<file path="src/rtl/muldiv_pkg.sv">
package muldiv_pkg;

  typedef enum logic [1:0] {
    OP_MULTU = 2'b00,
    OP_DIVU  = 2'b01,
    OP_MULT  = 2'b10,
    OP_DIV   = 2'b11
  } op_t;

  localparam logic [3:0] ALU_ADDU = 4'b0010;
  localparam logic [3:0] ALU_SUBU = 4'b0110;

  typedef enum logic [2:0] {
    S_IDLE,
    S_PREP_A,
    S_PREP_B,
    S_ITER,
    S_FIX1,
    S_FIX2,
    S_FIX3
  } state_t;

  function automatic logic op_is_div(input logic [1:0] op);
    return op[0];
  endfunction

  function automatic logic op_is_signed(input logic [1:0] op);
    return op[1];
  endfunction

endpackage

</file>
<file path="src/rtl/muldiv_step.sv">
module muldiv_step
  import muldiv_pkg::*;
#(
  parameter int unsigned WIDTH = 32
) (
  input  state_t           state,
  input  logic             is_div,
  input  logic             neg_a,
  input  logic             neg_b,
  input  logic             lo_nz,
  input  logic [WIDTH-1:0] hi,
  input  logic [WIDTH-1:0] lo,
  input  logic [WIDTH-1:0] m,
  input  logic [WIDTH-1:0] alu_y,
  output logic [WIDTH-1:0] alu_a,
  output logic [WIDTH-1:0] alu_b,
  output logic [3:0]       alu_ctrl,
  output logic [WIDTH-1:0] hi_nxt,
  output logic [WIDTH-1:0] lo_nxt,
  output logic [WIDTH-1:0] m_nxt,
  output logic             lo_nz_nxt
);

  logic             neg;
  logic [WIDTH-1:0] sh;
  logic             carry;
  logic             take;

  assign neg = neg_a ^ neg_b;
  assign sh  = {hi[WIDTH-2:0], lo[WIDTH-1]};

  always_comb begin
    alu_a     = '0;
    alu_b     = '0;
    alu_ctrl  = '0;
    hi_nxt    = hi;
    lo_nxt    = lo;
    m_nxt     = m;
    lo_nz_nxt = lo_nz;
    carry     = 1'b0;
    take      = 1'b0;
    unique case (state)
      S_PREP_A: begin
        alu_b    = lo;
        alu_ctrl = ALU_SUBU;
        if (neg_a) lo_nxt = alu_y;
      end
      S_PREP_B: begin
        alu_b    = m;
        alu_ctrl = ALU_SUBU;
        if (neg_b) m_nxt = alu_y;
      end
      S_ITER: begin
        if (!is_div) begin
          alu_a    = hi;
          alu_b    = lo[0] ? m : '0;
          alu_ctrl = ALU_ADDU;
          // the ALU has no carry-out; a wrapped sum is smaller than hi
          carry    = (alu_y < hi);
          {hi_nxt, lo_nxt} = {carry, alu_y, lo[WIDTH-1:1]};
        end else begin
          alu_a    = sh;
          alu_b    = m;
          alu_ctrl = ALU_SUBU;
          // hi[WIDTH-1] is the bit shifted out of sh: remainder already exceeds m
          take     = hi[WIDTH-1] | (sh >= m);
          hi_nxt   = take ? alu_y : sh;
          lo_nxt   = {lo[WIDTH-2:0], take};
        end
      end
      S_FIX1: begin
        alu_b    = lo;
        alu_ctrl = ALU_SUBU;
        if (!is_div) lo_nz_nxt = (lo != '0);
        if (neg) lo_nxt = alu_y;
      end
      S_FIX2: begin
        alu_b    = hi;
        alu_ctrl = ALU_SUBU;
        if (is_div ? neg_a : neg) hi_nxt = alu_y;
      end
      S_FIX3: begin
        // 64-bit negate of the product: borrow into hi unless lo was zero
        if (!is_div) begin
          alu_a    = hi;
          alu_b    = WIDTH'(1);
          alu_ctrl = ALU_SUBU;
          if (neg && lo_nz) hi_nxt = alu_y;
        end
      end
      default: ;
    endcase
  end

endmodule

</file>
<file path="src/rtl/muldiv_seq.sv">
module muldiv_seq
  import muldiv_pkg::*;
#(
  parameter int unsigned WIDTH = 32
) (
  input  logic             clk,
  input  logic             rst,
  input  logic             start,
  input  logic [1:0]       op,
  input  logic [WIDTH-1:0] a,
  input  logic [WIDTH-1:0] b,
  input  logic             hi_we,
  input  logic             lo_we,
  input  logic [WIDTH-1:0] wdata,
  output logic             busy,
  output logic             done,
  output logic [WIDTH-1:0] hi,
  output logic [WIDTH-1:0] lo,
  output logic             alu_req,
  input  logic             alu_gnt,
  output logic [WIDTH-1:0] alu_a,
  output logic [WIDTH-1:0] alu_b,
  output logic [3:0]       alu_ctrl,
  input  logic [WIDTH-1:0] alu_y
);

  localparam int unsigned CNT_W = $clog2(WIDTH);

  state_t           state, state_nxt;
  logic [CNT_W-1:0] count, count_nxt;
  logic             done_nxt;

  logic [WIDTH-1:0] m;
  logic             is_div, sgn, neg_a, neg_b, lo_nz;
  logic [WIDTH-1:0] hi_nxt, lo_nxt, m_nxt;
  logic             lo_nz_nxt;

  assign busy    = (state != S_IDLE);
  assign alu_req = busy;

  muldiv_step #(.WIDTH(WIDTH)) u_step (
    .state     (state),
    .is_div    (is_div),
    .neg_a     (neg_a),
    .neg_b     (neg_b),
    .lo_nz     (lo_nz),
    .hi        (hi),
    .lo        (lo),
    .m         (m),
    .alu_y     (alu_y),
    .alu_a     (alu_a),
    .alu_b     (alu_b),
    .alu_ctrl  (alu_ctrl),
    .hi_nxt    (hi_nxt),
    .lo_nxt    (lo_nxt),
    .m_nxt     (m_nxt),
    .lo_nz_nxt (lo_nz_nxt)
  );

  always_ff @(posedge clk) begin
    if (rst) begin
      state <= S_IDLE;
      count <= '0;
      done  <= 1'b0;
    end else begin
      state <= state_nxt;
      count <= count_nxt;
      done  <= done_nxt;
    end
  end

  always_comb begin
    state_nxt = state;
    count_nxt = count;
    done_nxt  = 1'b0;
    unique case (state)
      S_IDLE: begin
        if (start) begin
          state_nxt = op_is_signed(op) ? S_PREP_A : S_ITER;
          count_nxt = '0;
        end
      end
      S_PREP_A: if (alu_gnt) state_nxt = S_PREP_B;
      S_PREP_B: if (alu_gnt) state_nxt = S_ITER;
      S_ITER: begin
        if (alu_gnt) begin
          if (count == CNT_W'(WIDTH - 1)) begin
            if (sgn) begin
              state_nxt = S_FIX1;
            end else begin
              state_nxt = S_IDLE;
              done_nxt  = 1'b1;
            end
          end else begin
            count_nxt = count + 1'b1;
          end
        end
      end
      S_FIX1: if (alu_gnt) state_nxt = S_FIX2;
      S_FIX2: if (alu_gnt) state_nxt = S_FIX3;
      S_FIX3: begin
        if (alu_gnt) begin
          state_nxt = S_IDLE;
          done_nxt  = 1'b1;
        end
      end
      default: state_nxt = S_IDLE;
    endcase
  end

  always_ff @(posedge clk) begin
    if (rst) begin
      hi     <= '0;
      lo     <= '0;
      m      <= '0;
      is_div <= 1'b0;
      sgn    <= 1'b0;
      neg_a  <= 1'b0;
      neg_b  <= 1'b0;
      lo_nz  <= 1'b0;
    end else if (state == S_IDLE) begin
      if (start) begin
        m      <= b;
        lo     <= a;
        hi     <= '0;
        is_div <= op_is_div(op);
        sgn    <= op_is_signed(op);
        neg_a  <= a[WIDTH-1] & op_is_signed(op);
        neg_b  <= b[WIDTH-1] & op_is_signed(op);
        lo_nz  <= 1'b0;
      end else begin
        if (hi_we) hi <= wdata;
        if (lo_we) lo <= wdata;
      end
    end else if (alu_gnt) begin
      hi    <= hi_nxt;
      lo    <= lo_nxt;
      m     <= m_nxt;
      lo_nz <= lo_nz_nxt;
    end
  end

endmodule

</file>
<file path="config.mk">
export PLATFORM = sky130hd
export DESIGN_NAME = muldiv_seq
export DESIGN_NICKNAME = d
export VERILOG_FILES = /design/src/rtl/muldiv_pkg.sv /design/src/rtl/muldiv_step.sv /design/src/rtl/muldiv_seq.sv
export SDC_FILE = /design/constraint.sdc
export NUM_CORES = 1
export LEC_CHECK = 0
export ABC_AREA = 1
export ABC_CLOCK_PERIOD_IN_PS = 2400
export CORE_MARGIN = 4
export CORE_UTILIZATION = 45
export CTS_CLUSTER_DIAMETER = 50
export DETAILED_ROUTE_END_ITERATION = 6
export PLACE_DENSITY = 0.87
export SYNTH_ARGS = -nofsm -noshare
export SYNTH_HDL_FRONTEND = slang
export SYNTH_SLANG_ARGS = --single-unit
</file>
<file path="constraint.sdc">
create_clock -name clk -period 2.4 [get_ports clk]
set_input_delay 0.48 -clock clk [delete_from_list [all_inputs] [get_ports clk]]
set_output_delay 0.48 -clock clk [all_outputs]
set_load 0.05 [all_outputs]
</file>
* After elaboration in Yosys (flattened, before gate mapping)
Index checks and enable logic that the tools add are counted.
Operators by class: reduce and logical (&&, ||, !) cells 20, mux-type cells 59, $add $sub $neg 1, equality and inequality tests 24, bitwise logic cells 4, order comparisons 2
Operators by type and width (count):
- 2-to-1 mux 32 bit | 25
- one-hot mux 32 bit (3 select lines) | 2
- one-hot mux 32 bit (5 select lines) | 1
- one-hot mux 32 bit (2 select lines) | 1
- 2-to-1 mux 3 bit | 11
- >= comparator 32 bit | 1
- < comparator 32 bit | 1
- nonzero test 32 bit | 1
- one-hot mux 3 bit (7 select lines) | 1
- inequality test 2 bit (second input constant) | 9
- 2-to-1 mux 5 bit | 3
- inequality test 3 bit (second input constant) | 4
- one-hot mux 4 bit (3 select lines) | 1
- AND reduction 4 bit | 3
- 2-to-1 mux 1 bit | 11
- one-hot mux 5 bit (2 select lines) | 1
- nonzero test 2 bit | 5
- == test 3 bit (second input constant) | 3
- inequality test 3 x 2 -> 1 bit (second input constant) | 3
- AND reduction 8 bit | 1
- nonzero test 4 bit | 2
- == test 3 x 2 -> 1 bit (second input constant) | 2
- AND reduction 6 bit | 1
- adder 5 x 1 -> 5 bit (second input constant) | 1
- 15 further kinds | 16
Storage, ports and cells: bits in registers 110, output and inout port bits 135, input bits 136

* Longest topological paths before layout
Gate-level depths: netlist of the first run.
depth after elaboration 7, gate-level depth with buffers 19

* Modules after synthesis
A second synthesis of the first run with hierarchy kept.
Unflattened totals: cells, all modules 2042, area total of the unflattened synthesis 11768.8 µm²
By module, submodules not included:
- muldiv_step | seq. area each 0.0 µm², cells an instance 1199, area each 6333.6 µm², instances 1
- muldiv_seq | seq. area each 2202.1 µm², cells an instance 843, area each 5435.2 µm², instances 1

* Least setup slack after synthesis of the first run
OpenSTA, ideal clock, no wires.
kind register to output, start point register lo[0], end point output alu_b[0], path buffers 1, data arrival time 2.268 ns, data required time 1.920 ns, path slack -0.348 ns, cell stages (with the launch flop) 4, cell sequence dfxtp_1 > o311ai_1 > clkbuf_1 > o21ai_0
Between the ends: longest elaborated chain between the ends 3
Ends and longest elaborated chain:
- start: declaration | RTL line muldiv_seq.sv:18 | output logic [WIDTH-1:0] lo,
- start signal: assignment | RTL line muldiv_seq.sv:133 | if (lo_we) lo <= wdata;
- start signal: assignment | RTL line muldiv_seq.sv:137 | lo <= lo_nxt;
- 2-to-1 mux 32 bit | RTL line muldiv_step.sv:56 | alu_b = lo[0] ? m : '0;
- 2-to-1 mux 32 bit | RTL line muldiv_step.sv:54 | if (!is_div) begin
- one-hot mux 32 bit (5 select lines) (*) | RTL line muldiv_step.sv:42 | unique case (state)
- end: declaration | RTL line muldiv_seq.sv:22 | output logic [WIDTH-1:0] alu_b,
Every way passes the cells marked *; elsewhere a longest branch is shown, timed or not.

* Worst setup path in the final report of the first run
start point register state[0], end point output alu_b[15]
Between the ends: longest elaborated chain between the ends 3
Ends and longest elaborated chain:
- start: declaration | RTL line muldiv_seq.sv:29 | state_t state, state_nxt;
- start signal: assignment | RTL line muldiv_seq.sv:66 | state <= state_nxt;
- == test 3 x 1 -> 1 bit / == test 3 bit (equally long branches) | RTL line muldiv_step.sv:42
- OR reduction 2 bit (no source line)
- one-hot mux 32 bit (5 select lines) (*) | RTL line muldiv_step.sv:42
Marked as above.

==> results of run 1 <==
[layout make-up]
| cell class | count | area share (%) |
|---|---|---|
| antenna | 1 | 0.01740 |
| clock buffer | 10 | 1.662 |
| clock inverter | 6 | 0.3133 |
| inverter | 155 | 4.081 |
| multi-input combinational | 1107 | 46.74 |
| sequential | 110 | 15.42 |
| tap | 270 | 2.349 |
| timing repair buffer | 368 | 29.42 |
[worst max path at each step]
stage	start	endpoint	slack [ns]
floorplan	state[2]$_SDFFE_PP0P_	alu_a[17]	-0.26
global placement	alu_y[31]	hi[31]$_SDFFE_PP0P_	-0.27
detailed placement	alu_y[31]	hi[31]$_SDFFE_PP0P_	-0.24
CTS	state[1]$_SDFFE_PP0P_	alu_a[18]	-0.01
global route	state[0]$_SDFFE_PP0P_	alu_b[20]	-0.10
finish	state[0]$_SDFFE_PP0P_	alu_b[15]	-0.04
[worst min-delay path: stages (launching register included)]
cell and delay (ns):
dfxtp_1 0.32, nand2_1 0.06, a21oi_1 0.06
[per-stage QoR]
| step | utilization [%] | total power, uW | hold slack [ns] |
|---|---|---|---|
| 6_report | 70.61 | 20040 | 0.4835 |
| 5_1_grt | 70.59 | 21080 | 0.5065 |
| 4_1_cts | 69.41 | 19300 | 0.4776 |
| 3_5_place_dp | 67.11 | 17570 | 0.4662 |
| 3_3_place_gp | 67.11 | 17220 | 0.4525 |
| 2_1_floorplan | - | 12000 | 0.4453 |
[flip-flops by register name, summed over array words and instances (netlist names)]
signal and flops:
m 32, neg_a 1, is_div 1, lo 32, hi 32, state 3
lo_nz 1, sgn 1, count 5, done 1, neg_b 1
[cells by family after synthesis]
group | count (synthesis) | share of synthesized area [%]
compound gates | 526 | 33.91
flops | 110 | 23.44
buf+inv | 270 | 11.27
simple gates | 513 | 22.58
xor+xnor | 1 | 0.09326
fa+ha+maj | 65 | 8.659
other cells | 1 | 0.03992
[where the power goes]
| part | switching [uW] | internal, uW |
|---|---|---|
| clock | 799 | 745 |
| sequential | 720 | 2550 |
| combinational | 9880 | 5350 |
[cell usage after synthesis, drive strengths merged]
master	instances	area share, %
o221ai	31	2.9
o21ai	130	6.9
ha	65	8.7
o22ai	30	2.0
o21bai	2	0.16
inv	155	6.2
o21a	2	0.16
clkbuf	84	3.4
o311ai	1	0.093
a221oi	2	0.19
o211ai	39	3.1
nand2	289	12
a22oi	4	0.32
nand3	76	4.0
dfxtp	110	23
a21oi	179	9.5
nand3b	1	0.080
nor3	5	0.27
nor4	14	1.1
a211oi	70	5.6
a41oi	17	1.6
a21o	1	0.080
conb	1	0.040
or2	1	0.067
buf	31	1.7
nand4	8	0.53
xor2	1	0.093
a211o	1	0.093
nor2	119	4.8
a31oi	14	0.93
o31ai	3	0.24
[metal layers]
metal | global-route usage (%) | vias to the layer above | wire (um)
li1 | - | 5741 | -
met1 | 44.31 | 5907 | 15700
met2 | 55.74 | 1176 | 19540
met3 | 8.918 | 292 | 5868
met4 | 19.47 | 0 | 2861
met5 | 0 | - | 0
[what timing repair did]
item,CTS,global route
cloned,1,0
hold buffers,0,0
setup buffers,4,0
hold endpoints to repair,0,0
pin swaps,4,5
setup endpoints to repair,66,89
gates resized for setup,28,46
==> impl_metrics.tcl, run 1 <==
set metrics [dict create \
    fin_crit_ns 2.442 \
    grt_setup_unrepaired "true" \
    slew_headroom_pct 47.65 \
    insertion_delay_ns 0.37 \
    cpLargestDelayFamily "buffers and inverters" \
    routabilityCongestion 1.023 \
    regArea_sq_mm 0.002217 \
    synth_cell_types 40 \
    crit_type "reg -> out" \
    setup_viol 5 \
    overflow 0 \
    stdcell_area_sq_mm 0.01438 \
    cts_inserted_buffers 9 \
    status "finished, violations left" \
    dpl_cell_area_sq_mm 0.01367 \
    crit_path_end_kind "output port" \
    vdd_drop_max_uv 811.5 \
    timing.final.ws_setup_ns -0.04180 \
    cts_root_buf "clkbuf_16" \
    core-area_sq_mm 0.02036 \
    grt_pass1_vias 12758 \
    drv_cap 0 \
    worst-path-buf-inv 3 \
    dp_hpwl_mm 30.95 \
    portBuffers 268 \
    reg2reg_depth 14 \
    num_io_pins 271 \
    synthesis.area_sq_mm 0.009393 \
    layout_common_cells "nand2_1, clkdlybuf4s50_1, a21oi_1" \
    max_freq_ghz 0.4095 \
    cts_buffer_depth 2 \
    finalSetupTns_ns -0.06992 \
    drt_iter0_drc 1818 \
    grt_max_degree 79 \
    path_clk_slew_ns 0.08 \
    synth_warnings 0 \
    p_leak_uw 0.005785 \
    cp_num_cells 6 \
    clkSinkCount 110 \
    synth_cells 1486 \
    finClkSkew_ns 0.01045 \
    slowest_stage "dfxtp_4" \
    whs_path_depth 2 \
    grt_antenna_before_repair 0 \
    ant_nets 0 \
    ys_ff_latch 110 \
    worstHoldPathType "reg -> reg" \
    stdcell_count 2027 \
    viasPerCell 6.471 \
    dieArea_sq_mm 0.02325 \
    critPathArrivalTime_ns 1.96 \
    nNetsFinal 1952 \
    final_layout_size_suffix_gt1_share_pct 16.00 \
    routed_wl_mm 43.97 \
    r2r_end "hi[4]$_SDFFE_PP0P_" \
    dr_total_vias 13116 \
    hp-start "lo_nz$_SDFFE_PP0P_" \
    p_per_area_mw_per_mm2 1394 \
    h-tree-depth 3 \
    cp_cell_sequence "inv_2, nor2_1, nand2_2, buf_4, o221ai_2, buf_12" \
    crit_fanout 10 \
    syn2layout_area_growth_pct 53.08 \
    violations "negative setup slack" \
    tightest_slew_ns 0.7853 \
    final_common_cell "nand2_1" \
    hold_violations 0 \
    grt_usage_pct 35.36 \
    worst_path_largest_cell_delay_ns 0.41 \
    required_ns 1.92 \
    min_to "lo_nz$_SDFFE_PP0P_" \
    fill_cells 1572 \
    die_h_um 152.5 \
    reg2reg_slack_ns 0.05 \
    fp-row-count 52 \
    avgSynthCellArea_sq_um 6.321 \
    multi_input_area_sq_mm 0.006720 \
    drt_first_pass_iters 6 \
    timing.final.crit_share_pct 101.7 \
    crit_path_start_kind "flip-flop" \
    grt_pass1_wl_mm 67.56 \
    pre_cts_slack_ns -0.2442 \
    drc 0 \
    r2r_start "m[31]$_SDFFE_PP0P_" \
    finalMaxSlewViolations 0 \
    dp_cells 2005 \
    wl_per_cell_um 21.69 \
    cts_tree "done" \
    die_w_um 152.5 \
    synth_seq_area_share_pct 23.44 \
    start_util_pct 46.12 \
]
Note: power is estimated with default switching activity, not from simulation.
==> inputs of run 2 (changes only) <==
GPL_TIMING_DRIVEN = 0   (was not set)
==> impl_metrics.tcl, run 2 (synthesized netlist as in run 1, its figures left out) <==
set metrics [dict create \
    setup_viol 13 \
    drt_first_pass_iters 7 \
    grt_antenna_before_repair 0 \
    p_per_area_mw_per_mm2 1492 \
    reg_top3 "hi (32), lo (32), m (32)" \
    slew_headroom_pct 38.61 \
    insertion_delay_ns 0.38 \
    timing.final.ws_setup_ns -0.02123 \
    routabilityCongestion 1.034 \
    p_leak_uw 0.005810 \
    grt_pass1_wl_mm 75.82 \
    fp-row-count 52 \
    final_common_cell "nand2_1" \
    cts_hold_buf 0 \
    grt_setup_unrepaired "true" \
    grt_usage_pct 41.59 \
    drt_iter0_drc 2121 \
    path_clk_slew_ns 0.08 \
    nNetsFinal 1995 \
    pre_cts_slack_ns -1.675 \
    core-area_sq_mm 0.02036 \
    cts_tree "done" \
    worstHoldPathType "reg -> reg" \
    fill_cells 1737 \
    finalMaxSlewViolations 0 \
    crit_type "reg -> out" \
    max_freq_ghz 0.4130 \
    whs_ns 0.4855 \
    ant_nets 0 \
    grt_pass1_vias 12883 \
    status "finished, violations left" \
    overflow 0 \
    portBuffers 267 \
    start_util_pct 46.12 \
    syn2layout_area_growth_pct 52.59 \
    n_antenna_cell 0 \
    dp_hpwl_mm 37.75 \
    crit_fanout 10 \
    dr_total_vias 13550 \
    final_layout_size_suffix_gt1_share_pct 19.02 \
    dieArea_sq_mm 0.02325 \
    layout_common_cells "nand2_1, clkdlybuf4s50_1, a21oi_1" \
    required_ns 1.92 \
    grt_max_degree 18 \
    critPathArrivalTime_ns 1.94 \
    die_w_um 152.5 \
    tightest_slew_ns 0.9208 \
    clkSinkCount 110 \
    timing.final.crit_share_pct 100.9 \
    vdd_drop_max_uv 718.9 \
    wl_per_cell_um 25.52 \
    drc 1 \
    hold_violations 0 \
    num_io_pins 271 \
    crit_path_start_kind "flip-flop" \
    fin_crit_ns 2.421 \
    violations "design-rule violations, negative setup slack" \
    die_h_um 152.5 \
    routed_wl_mm 52.77 \
    cts_root_buf "clkbuf_16" \
    viasPerCell 6.552 \
    drv_cap 0 \
    finClkSkew_ns 0.009358 \
    cts_buffer_depth 2 \
    h-tree-depth 3 \
    crit_path_end_kind "output port" \
    cts_inserted_buffers 9 \
]
run 2: cell type report:
| cell class | count | area, sq um | area share (%) |
|---|---|---|---|
| inverter | 155 | 608.1 | 4.243 |
| clock buffer | 10 | 239.0 | 1.667 |
| tap | 270 | 337.8 | 2.357 |
| buffer | 112 | 849.6 | 5.928 |
| clock inverter | 5 | 36.28 | 0.2532 |
| sequential | 110 | 2256 | 15.74 |
| multi-input combinational | 1107 | 6927 | 48.33 |
| timing repair buffer | 299 | 3079 | 21.48 |
run 2: report_power, final:
part	switching, uW	total, uW	leakage [uW]	internal, uW
registers	918	3500	0.000921	2580
clock network	820	1550	0.000127	731
logic	10800	16300	0.00476	5490
run 2: final timing paths:
check | from | to | slack [ns] | cells after the start
max | is_div$_SDFFE_PP0P_ | alu_b[18] | -0.02 | 6
min | lo_nz$_SDFFE_PP0P_ | lo_nz$_SDFFE_PP0P_ | 0.49 | 2
max reg2reg | state[2]$_SDFFE_PP0P_ | hi[24]$_SDFFE_PP0P_ | 0.01 | 10
min reg2reg | lo_nz$_SDFFE_PP0P_ | lo_nz$_SDFFE_PP0P_ | 0.49 | 2
run 2: metal layers:
metal	vias up	share of wire (%)	wire length [um]	global-route usage [%]
li1	5838	-	-	-
met1	6178	35	18630	51.82
met2	1235	43	22730	64.52
met3	299	14	7558	11.67
met4	0	7.3	3853	23.89
met5	-	0	0	0
run 2: worst max-delay path: stages (launching register included):
cell and delay [ns]:
dfxtp_4 0.38, clkbuf_8 0.18, o311ai_4 0.33, buf_12 0.20, clkbuf_16 0.18, o221ai_2 0.11, buf_6 0.17
run 2: repair_timing:
action                                  CTS  global route
pin swaps                                10            19
endpoints found under the setup margin  133           123
buffers inserted                         16             8
gates cloned                              2             6
gates resized for setup                 587           194
run 2: stage by stage:
stage	total power, uW	instances	utilization [%]	cell area (sq um)	setup TNS, ns
after global placement	16690	2024	62.18	12660	-126.52
after detailed placement	16910	2024	62.18	12660	-130.55
final	21390	2068	70.38	14330	-0.1134
after CTS	19150	2056	66.87	13620	-0.4923
after global routing	22180	2068	70.38	14330	-1.445
after floorplan	12000	1487	-	9653	-5.050
